[config.mk]
export PLATFORM = sky130hd
export DESIGN_NAME = spiflash_responder
export DESIGN_NICKNAME = d
export VERILOG_FILES = /design/src/rtl/spiflash_responder.sv
export SDC_FILE = /design/constraint.sdc
export NUM_CORES = 1
export LEC_CHECK = 0
export BUFFER_PORTS_ARGS = -buffer_cell sky130_fd_sc_hd__buf_2
export CORE_ASPECT_RATIO = 1.75
export CORE_MARGIN = 2
export CORE_UTILIZATION = 44
export DETAILED_ROUTE_END_ITERATION = 12
export PLACE_DENSITY = 0.76
export SETUP_SLACK_MARGIN = 0.3
export SYNTH_ARGS = -nofsm -noshare
export SYNTH_HDL_FRONTEND = slang
export SYNTH_SLANG_ARGS = --single-unit
[constraint.sdc]
create_clock -name clk -period 5.7 [get_ports clk]
set_input_delay 0.855 -clock clk [delete_from_list [all_inputs] [get_ports clk]]
set_output_delay 0.855 -clock clk [all_outputs]
set_load 0.03 [all_outputs]
[src/rtl/spiflash_responder.sv]
// Word-read port onto a SPI flash (READ 0x03, mode 0); reads complete at T0+1+128*HALF_PERIOD, writes are acked at T0+1.
// Define SPIFLASH_SEQ_EN to keep the flash selected after a read so the next sequential word streams without a new command.
module spiflash_responder #(
    parameter logic [31:0] BASE_ADDR    = 32'h0010_0000,
    parameter logic [31:0] WINDOW_BYTES = 32'h0010_0000,
    parameter int          HALF_PERIOD  = 2
) (
    input  logic        clk,
    input  logic        resetn,
    input  logic        mem_valid,
    input  logic [31:0] mem_addr,
    input  logic [3:0]  mem_wstrb,
    output logic        sel,
    output logic        mem_ready,
    output logic [31:0] mem_rdata,
    output logic        flash_csn,
    output logic        flash_clk,
    output logic        flash_mosi,
    input  logic        flash_miso,
    output logic        busy
);
    localparam int CW = $clog2(2 * HALF_PERIOD) + 1;
    localparam logic [CW-1:0] HALF_LAST = CW'(HALF_PERIOD - 1);
    localparam logic [CW-1:0] GAP_LAST  = CW'(2 * HALF_PERIOD - 1);

    localparam logic [2:0] S_IDLE = 3'd0;
    localparam logic [2:0] S_ACK  = 3'd1;
    localparam logic [2:0] S_CMD  = 3'd2;
    localparam logic [2:0] S_ADDR = 3'd3;
    localparam logic [2:0] S_DATA = 3'd4;
    localparam logic [2:0] S_DONE = 3'd5;
    localparam logic [2:0] S_GAP  = 3'd6;
`ifdef SPIFLASH_SEQ_EN
    localparam logic [2:0] S_HOLD = 3'd7;
`endif

    logic [2:0]    state;
    logic [CW-1:0] tick;
    logic [5:0]    bit_cnt;
    logic [31:0]   tx_sr;
    logic [31:0]   rx_sr;
    logic          hit;
    logic          is_read;
    logic          half_done;
    logic [31:0]   rx_next;
    logic [31:0]   rx_word;
    logic [31:0]   start_word;

    // Offset compare handles the window end without needing a 33-bit sum.
    assign hit        = (mem_addr - BASE_ADDR) < WINDOW_BYTES;
    assign sel        = mem_valid && hit;
    assign busy       = (state != S_IDLE);
    assign is_read    = (mem_wstrb == 4'b0000);
    assign half_done  = (tick == HALF_LAST);
    assign rx_next    = {rx_sr[30:0], flash_miso};
    assign rx_word    = {rx_next[7:0], rx_next[15:8], rx_next[23:16], rx_next[31:24]};
    assign start_word = {8'h03, mem_addr[23:2], 2'b00};
    // Command+address shift out of the top bit; zero fill makes MOSI 0 throughout DATA.
    assign flash_mosi = tx_sr[31];

`ifdef SPIFLASH_SEQ_EN
    logic [21:0] last_word;
    logic        seq_hit;
    assign seq_hit = is_read && (mem_addr[23:2] == 22'(last_word + 22'd1));
`endif

    always_ff @(posedge clk or negedge resetn) begin
        if (!resetn) begin
            state     <= S_IDLE;
            tick      <= '0;
            bit_cnt   <= '0;
            tx_sr     <= '0;
            rx_sr     <= '0;
            flash_csn <= 1'b1;
            flash_clk <= 1'b0;
            mem_ready <= 1'b0;
            mem_rdata <= '0;
`ifdef SPIFLASH_SEQ_EN
            last_word <= '0;
`endif
        end else begin
            mem_ready <= 1'b0;
            case (state)
                S_IDLE: begin
                    if (sel) begin
                        tick <= '0;
                        if (is_read) begin
                            state     <= S_CMD;
                            tx_sr     <= start_word;
                            bit_cnt   <= '0;
                            flash_csn <= 1'b0;
`ifdef SPIFLASH_SEQ_EN
                            last_word <= mem_addr[23:2];
`endif
                        end else begin
                            state     <= S_ACK;
                            mem_ready <= 1'b1;
                        end
                    end
                end
                S_ACK: state <= S_IDLE;
                S_CMD, S_ADDR, S_DATA: begin
                    if (!half_done) begin
                        tick <= tick + CW'(1);
                    end else begin
                        tick      <= '0;
                        flash_clk <= ~flash_clk;
                        // End of the SCK-high phase: sample MISO and advance one bit.
                        if (flash_clk) begin
                            rx_sr   <= rx_next;
                            tx_sr   <= {tx_sr[30:0], 1'b0};
                            bit_cnt <= bit_cnt + 6'd1;
                            if (bit_cnt == 6'd7) begin
                                state <= S_ADDR;
                            end else if (bit_cnt == 6'd31) begin
                                state <= S_DATA;
                            end else if (bit_cnt == 6'd63) begin
                                state <= S_DONE;
                                if (mem_valid) begin
                                    mem_ready <= 1'b1;
                                    mem_rdata <= rx_word;
                                end
`ifndef SPIFLASH_SEQ_EN
                                flash_csn <= 1'b1;
`endif
                            end
                        end
                    end
                end
`ifdef SPIFLASH_SEQ_EN
                S_DONE: state <= S_HOLD;
                S_HOLD: begin
                    if (sel) begin
                        tick <= '0;
                        if (seq_hit) begin
                            state     <= S_DATA;
                            bit_cnt   <= 6'd32;
                            last_word <= mem_addr[23:2];
                        end else begin
                            state     <= S_GAP;
                            flash_csn <= 1'b1;
                        end
                    end
                end
`else
                S_DONE: state <= S_GAP;
`endif
                S_GAP: begin
                    if (tick == GAP_LAST) begin
                        state <= S_IDLE;
                        tick  <= '0;
                    end else begin
                        tick <= tick + CW'(1);
                    end
                end
                default: state <= S_IDLE;
            endcase
        end
    end

endmodule

* After elaboration in Yosys (flattened, before gate mapping)
Cells that the tools add are included.
Word-level totals: register bits 110, bits of input ports 40, logic and storage cells 89
Cells by class: add/sub/neg operators 3, $lt $le $gt $ge 1, eq/ne operators 19, multiplexer cells 40, bitwise gates (word level) 3, reduce and logical (&&, ||, !) cells 14
Operators with widths (number):
- $mux 32 | 4
- $pmux 32 s2 | 1
- $lt 32x21->1 const B | 1
- $sub 32x21->32 const B | 1
- $mux 3 | 10
- $mux 6 | 4
- $ne 2x2->1 const B | 8
- $mux 1 | 15
- $pmux 3 s4 | 1
- $pmux 6 s2 | 1
- $reduce_and 5->1 | 2
- $eq 3x2->1 const B | 3
- $eq 3x3->1 const B | 3
- $pmux 3 s3 | 1
- $reduce_and 8->1 | 1
- $reduce_and 7->1 | 1
- $add 6x1->6 const B | 1
- $eq 6x3->1 const B | 1
- $eq 6x5->1 const B | 1
- $eq 6x6->1 const B | 1
- $reduce_bool 3->1 | 2
- $logic_not 4->1 | 1
- $ne 4x4->1 const B | 1
- $pmux 1 s2 | 2
- 10 further kinds | 13

* Depth between registers and ports, before layout
Gate-level depths: netlist (run 1).
word-level depth 7, gate-level depth with buffers 9

* Least setup slack after synthesis (run 1)
No wires, ideal clock.
path type in2out, from input mem_addr[29], to output sel, arrival time 1503 ps, required time 4845 ps, path slack 3342 ps, cell stages on the path 3, path through nor4_1 -> and4_1 -> buf_2
Between the ends: word-level cells in the longest chain between the ends 3
Ends and longest elaborated chain:
- start, declared | RTL line 11 | input logic [31:0] mem_addr,
- $sub 32x21->32 | RTL line 50 | assign hit = (mem_addr - BASE_ADDR) < WINDOW_BYTES;
- $lt 32x21->1 | RTL line 50
- $logic_and 1x1->1 | RTL line 51 | assign sel = mem_valid && hit;
- end, declared | RTL line 13 | output logic sel,
Every way passes these cells.

* Worst setup path in the final report (run 1)
from register state[2], to register mem_rdata[9]
Between the ends: word-level cells in the longest chain between the ends 3, elaborated cells between the ends (all ways) 5, classes of those cells 3 x eq/ne; 2 x reduce/logical
Ends and longest elaborated chain:
- start, declared | RTL line 37 | logic [2:0] state;
- start signal, assigned | RTL line 69 | state <= S_IDLE;
- start signal, assigned | RTL line 88 | state <= S_CMD;
- start signal, assigned | RTL line 96 | state <= S_ACK;
- $eq 3x2->1 / $eq 3x3->1 (equally long branches) | RTL line 83 | case (state)
- $reduce_or 3->1 (*) | RTL line 83
- $reduce_and 7->1 (no source line) (*)
- end signal, assigned | RTL line 121 | mem_rdata <= rx_word;
- end, declared | RTL line 15 | output logic [31:0] mem_rdata,
Mark *: on every way between the ends. The rest lies on a longest branch, timed or not. A chain may end at the register's enable or synchronous reset.

==> impl_metrics.csv, run 1 <==
group,metric,value,unit
placed_design,portBuffers,75,
grt,track_usage,17.6,%
logic_synthesis,syn_area,4630,sq um
placed_design,dp_hpwl,6290,um
power_and_ir_drop,p_clk_share,28.8,%
timing,skew,0.00562,ns
routing,dr.first_iter.drc_count,117,
logic_synthesis,synthCells,428,
grt,antenna_found_initial,0,
worst_setup_path,critPathRequiredTime,5.91,ns
timing,setup_violations,0,
timing,slew_headroom,19.6,%
routing,route.vias.total,3263,
power_and_ir_drop,p_comb_share,27.9,%
floorplanning,num_rows,49,
final_layout,most-common-layout-cells,"nand2_1, dfrtp_1, buf_2",
logic_synthesis,syn_nets,473,
clocking,post_cts_resized,0,
logic_synthesis,yosys.area.top_type,"dfrtp_1",
run,cap_violations,0,
timing,worstMarginPinSlew,1.20,ns
floorplanning,dieArea,11400,sq um
timing,final_max_slew_viol_count,0,
floorplanning,core_region_area,10200,sq um
worst_setup_path,critical_path_class,"reg -> reg",
timing,fin_crit_sh,52.9,%
routing,drc,0,
power_and_ir_drop,cellPowerDensity,424,nW/um^2
timing,report.final.hold_viol_count,0,
routing,ant_nets,0,
timing,rsz0062_at_grt,"false",
routing,drt_wl_total,9190,um
min_path,hold_class,"in -> async",
clocking,cts_setup_buffers,0,
clocking,path_clk_slew,0.07,ns
clocking,cts_root_buf,"clkbuf_16",
final_layout,fillers,908,
worst_setup_path,end_kind,"flip-flop",
status,status,"complete, no violations",
final_layout,finalNonFillerCells,629,
timing,holdWs,0.468,ns
clocking,cts_tree,"yes",
grt,grt_pass1_wl,15800,um
clocking,clk_path_buf_depth,2,
clocking,hold_buffers,0,
routing,firstDrtPassIters,4,
timing,fmax,332,MHz
logic_synthesis,synth_warnings,0,
final_layout,nets,542,
power_and_ir_drop,pwr-share-seq,43.2,%
logic_synthesis,yosysSeqAreaShare,58.4,%
logic_synthesis,synthTopCellsByArea,"dfrtp_1, nand2_1, mux2_1",
logic_synthesis,synth_async_sr_flop_share,100,%
floorplanning,die_x,81.6,um
logic_synthesis,netlist.area_leader.share,57.8,%
placed_design,dp.cells,613,
final_layout,syn_to_final_growth,17.4,%
final_layout,drive_gt1_share,22.5,%
power_and_ir_drop,p_total,2.30,mW
logic_synthesis,avgSynthCellArea,10.8,sq um
power_and_ir_drop,leakagePower,3.00,nW
grt,grt_pass1_vias,3481,
floorplanning,io_pins,78,
power_and_ir_drop,p_sw_share,32.6,%
routing,via_per_inst,5.19,
power_and_ir_drop,p_sw,0.752,mW
logic_synthesis,synth-main-ff-cell,"dfrtp_1",
timing,setup_tns,0,ns
timing,finalCriticalPeriod,3.02,ns
power_and_ir_drop,internal_power,1.55,mW
placed_design,place_area,5110,sq um
placed_design,gp_congestion,0.786,
routing,wl_per_cell,14.6,um
clocking,cts_htree_levels,3,
floorplanning,dieHeight,140,um
final_layout,diodes,0,
clocking,clock_latency,0.34,ns
clocking,cts_buffers,9,
worst_setup_path,critPathArrivalTime,3.23,ns
logic_synthesis,synth_seq_cells,108,
final_layout,mostFrequentLayoutCell,"nand2_1",
logic_synthesis,synth-edff-count,0,
clocking,clock_sinks,108,
power_and_ir_drop,ir_drop,0.205,mV
logic_synthesis,synth_cell_types,46,
grt,grt_max_degree,71,
floorplanning,start_util,45.2,%
grt,grt_overflow,0,
worst_setup_path,worst-path-max-fanout,33,
final_layout,final_cell_area,5440,sq um
worst_setup_path,startpoint_type,"flip-flop",
## power by group through the flow
stage	logic, mW	clock network [mW]	registers [mW]
final	0.643	0.665	0.996
after global routing	0.741	0.715	1.02
after CTS	0.656	0.686	0.996
after detailed placement	0.651	0	1.01
after global placement	0.621	0	1.00
after floorplan	0.523	0	0.974
## flip-flops by register name, indices dropped and copies added, names as in the netlist
signal,cells
flash_clk,1
state,3
flash_csn,1
bit_cnt,6
mem_ready,1
rx_sr,31
tick,3
tx_sr,30
mem_rdata,32
## cell families after synthesis
group           Yosys count  share of synthesized area, %
compound gates           58                          7.89
xor+xnor                  1                         0.189
fa+ha+maj                 5                          1.35
buf+inv                  31                          3.00
flops                   108                          58.4
mux                      59                          13.7
simple gates            166                          15.5
## critical path: stages, from the launching register on
cell,delay [ns]
dfrtp_1,0.55
nor3b_2,0.30
or2_2,0.20
and3_1,0.20
nand4_2,0.93
mux2_1,0.70
## metal layers
layer	routed length (um)	GRT usage [%]
met5	0	0
met4	214	7.23
met3	332	3.96
met2	5050	31.5
met1	3600	19.4
## per-stage QoR
| stage | utilization [%] | setup WS, ns |
|---|---|---|
| floorplan | - | 3.34 |
| global route | 53.1 | 2.46 |
| finish | 53.1 | 2.68 |
| detailed placement | 49.9 | 2.68 |
| CTS | 53.1 | 2.66 |
| global placement | 49.9 | 2.81 |
## final cells by class
| class | instances | area [sq um] | share of cell area, % |
|---|---|---|---|
| Inverter | 9 | 33.8 | 0.621 |
| Tap cell | 127 | 159 | 2.92 |
| Clock buffer | 10 | 239 | 4.39 |
| Multi-Input combinational cell | 289 | 1800 | 33.1 |
| Sequential cell | 108 | 2700 | 49.7 |
| Clock inverter | 6 | 86.3 | 1.59 |
| Timing Repair Buffer | 80 | 415 | 7.64 |
## synthesized netlist by cell type, types with 2 or more instances
master / number
o22ai_1: 4
buf_1: 2
nor2_1: 11
mux2_1: 29
o21ai_0: 28
or2_2: 2
nand3_1: 4
o2bb2ai_1: 2
dfrtp_1: 107
or4_1: 2
buf_4: 3
ha_1: 5
mux2_2: 8
a21oi_1: 5
clkbuf_1: 8
nand2b_1: 2
mux2i_1: 22
inv_1: 9
a22o_1: 7
o21ai_1: 3
or3_1: 4
nor4_1: 2
buf_2: 9
nand2_1: 125
nor3_1: 4
## final timing paths
kind	slack [ns]	cells after the start	end	from
max in group asynchronous	3.99	2	mem_rdata[3]$_DFFE_PN0P_	resetn
max	2.68	5	mem_rdata[9]$_DFFE_PN0P_	state[2]$_DFFE_PN0P_
min in group clk	0.49	1	mem_rdata[10]$_DFFE_PN0P_	mem_rdata[10]$_DFFE_PN0P_
min	0.47	1	mem_rdata[30]$_DFFE_PN0P_	resetn
max reg2reg	2.68	5	mem_rdata[9]$_DFFE_PN0P_	state[2]$_DFFE_PN0P_
min reg2reg	0.49	1	mem_rdata[10]$_DFFE_PN0P_	mem_rdata[10]$_DFFE_PN0P_
(Power assumes the default switching activity.)
==> run 2, diff against run 1 <==
ABC_AREA = 1   (was not set)
PLACE_DENSITY = 0.75   (was 0.76)
clock period = 2.8 ns   (was 5.7 ns; I/O delays follow)
==> impl_metrics.csv, run 2 <==
group,metric,value,unit
power_and_ir_drop,pwr-share-seq,40.4,%
final_layout,diodes,0,
placed_design,dp_hpwl,7250,um
clocking,cts_root_buf,"clkbuf_16",
power_and_ir_drop,p_total,4.96,mW
placed_design,gp_congestion,0.825,
logic_synthesis,yosys-top-cells-count,"nand2_1, dfrtp_1, inv_1",
grt,busiest_layer,"met2",
timing,skew,0.00707,ns
floorplanning,dieArea,12300,sq um
logic_synthesis,netlist.area_leader.share,53.4,%
logic_synthesis,yosysSeqAreaShare,53.9,%
routing,wl_per_cell,12.4,um
timing,fmax,470,MHz
logic_synthesis,synth_async_sr_flop_share,100,%
timing,final_max_slew_viol_count,0,
clocking,clk_path_buf_depth,2,
worst_setup_path,reg2regPathDepth,7,
timing,setup_ws,0.670,ns
logic_synthesis,synth_seq_cells,108,
timing,finalCriticalPeriod,2.13,ns
grt,antenna_found_initial,0,
timing,fin_crit_sh,76.1,%
floorplanning,io_pins,78,
placed_design,place_area,5470,sq um
clocking,cts_setup_buffers,0,
logic_synthesis,synthTopCellsByArea,"dfrtp_1, nand2_1, inv_1",
grt,track_usage,18.0,%
logic_synthesis,synth_top_family_by_area,"simple AND/OR/NAND/NOR gates",
clocking,path_clk_slew,0.08,ns
logic_synthesis,synthCells,643,
power_and_ir_drop,p_sw_share,40.5,%
timing,rsz0062_at_grt,"false",
logic_synthesis,yosys.area_share.adder,1.25,%
timing,setup_tns,0,ns
power_and_ir_drop,p_sw,2.01,mW
worst_setup_path,r2r-end,"mem_rdata[6]$_DFFE_PN0P_",
logic_synthesis,muxShareOfSynthArea,0,%
logic_synthesis,synth_cell_types,25,
logic_synthesis,synth_compound_area_share,4.84,%
final_layout,largest-register,"mem_rdata",
final_layout,top_regs,"mem_rdata (32), rx_sr (31), tx_sr (30)",
routing,route.vias.total,4204,
power_and_ir_drop,leakagePower,3.20,nW
grt,grt_pass1_wl,18500,um
logic_synthesis,synth_xor_area_share,0.175,%
power_and_ir_drop,internal_power,2.95,mW
final_layout,syn_to_final_growth,15.0,%
clocking,clock_latency,0.35,ns
final_layout,finalNonFillerCells,845,
floorplanning,num_rows,51,
final_layout,most-common-layout-cells,"nand2_1, dfrtp_1, buf_2",
routing,drt_wl_total,10400,um
logic_synthesis,avgSynthCellArea,7.80,sq um
final_layout,mostFrequentLayoutCell,"nand2_1",
logic_synthesis,syn_nets,688,
placed_design,pre_cts_ws,0.677,ns
logic_synthesis,yosysMostFrequentCell,"nand2_1",
timing,setup_violations,0,
logic_synthesis,synth-main-ff-cell,"dfrtp_1",
worst_setup_path,startpoint_type,"flip-flop",
grt,grt_max_degree,66,
floorplanning,die_x,84.7,um
worst_setup_path,r2r_start,"bit_cnt[0]$_DFFE_PN0P_",
worst_setup_path,startpoint,"bit_cnt[0]$_DFFE_PN0P_",
logic_synthesis,synth_warnings,0,
worst_setup_path,end_kind,"flip-flop",
logic_synthesis,synth-edff-count,0,
final_layout,final_cell_area,5770,sq um
clocking,cts_buffers,9,
timing,worstMarginPinSlew,0.673,ns
power_and_ir_drop,p_comb_share,34.0,%
status,status,"complete, no violations",
routing,drc,0,
final_layout,nets,753,
clocking,post_cts_resized,0,
power_and_ir_drop,p_clk_share,25.5,%
final_layout,fin_util,52.0,%
routing,ant_nets,0,
grt,grt_pass1_vias,4319,
grt,grtUsageMet2,31.1,%
final_layout,largest_reg_flops,32,
routing,dr.first_iter.drc_count,230,
clocking,hold_buffers,0,
floorplanning,dieHeight,145,um
clocking,clock_sinks,108,
timing,slew_headroom,55.2,%
worst_setup_path,crit_path_end,"mem_rdata[6]$_DFFE_PN0P_",
logic_synthesis,syn_area,5020,sq um
worst_setup_path,worst-path-max-fanout,65,
timing,holdWs,0.100,ns
run,cap_violations,0,
logic_synthesis,yosys.area.top_type,"dfrtp_1",
routing,via_per_inst,4.98,
worst_setup_path,rrSetupSlack,0.67,ns
clocking,cts_tree,"yes",
power_and_ir_drop,cellPowerDensity,859,nW/um^2
logic_synthesis,synth-simple-area-share,31.9,%
min_path,hold_class,"in -> async",
floorplanning,core_region_area,11100,sq um
worst_setup_path,critical_path_class,"reg -> reg",
worst_setup_path,critPathArrivalTime,2.34,ns
clocking,cts_htree_levels,3,
floorplanning,start_util,45.2,%
placed_design,portBuffers,75,
worst_setup_path,critPathRequiredTime,3.01,ns
grt,grt_use_met1,21.6,%
grt,grt_overflow,0,
placed_design,dp.cells,829,
timing,report.final.hold_viol_count,0,
final_layout,drive_gt1_share,15.8,%
power_and_ir_drop,ir_drop,0.490,mV
routing,firstDrtPassIters,7,
grt,gr-usage-met3,2.96,%
==> run 2: changes by cell type in the layout (fill, tap and decap cells not counted), sizes merged, moves of 7 or more <==
cell	previous run	this run
nor2	11	32
nand3	4	35
inv	10	60
nand2	125	317
o21ai	31	40
mux2i	22	0
a22o	7	0
mux2	37	0
==> run 2: cell type report <==
type | instances | area, sq um
Timing Repair Buffer | 82 | 455
Inverter | 59 | 221
Clock buffer | 9 | 225
Fill cell | 1058 | 5330
Clock inverter | 7 | 81.3
Tap cell | 132 | 165
Sequential cell | 108 | 2700
Multi-Input combinational cell | 448 | 1920
==> run 2: logic make-up after synthesis <==
logic type / after synthesis
compound gates: 48
xor+xnor: 1
fa+ha+maj: 5
buf+inv: 87
flops: 108
simple gates: 394
==> run 2: critical path, stage by stage (launching register included) <==
cell and delay, ns:
dfrtp_1 0.43, ha_1 0.29, nand3_1 0.14, clkinv_1 0.09, nand3_1 0.13, nor3_4 0.20, buf_4 0.52, o21ai_0 0.16
==> run 2: routing by layer <==
metal / up-vias / part of all wire [%]
met5: - / 0
met4: 0 / 2.0
met3: 19 / 4.7
met2: 105 / 50
met1: 1985 / 43
li1: 2095 / -
==> run 2: power by group through the flow <==
stage	sequential, mW	combinational, mW	clock, mW
after floorplan	2.05	1.30	0
after global placement	2.02	1.64	0
after detailed placement	2.03	1.70	0
after CTS	2.00	1.71	1.30
after global routing	2.04	1.92	1.35
final	2.00	1.69	1.27
==> run 2: worst min path at each step <==
stage / startpoint / endpoint / cells after the start
finish: resetn / tx_sr[4]$_DFFE_PN0P_ / 1
global route: resetn / mem_rdata[10]$_DFFE_PN0P_ / 1
detailed placement: tx_sr[23]$_DFFE_PN0P_ / tx_sr[23]$_DFFE_PN0P_ / 2
CTS: resetn / mem_rdata[10]$_DFFE_PN0P_ / 1
global placement: tx_sr[24]$_DFFE_PN0P_ / tx_sr[24]$_DFFE_PN0P_ / 2
floorplan: resetn / bit_cnt[0]$_DFFE_PN0P_ / 0
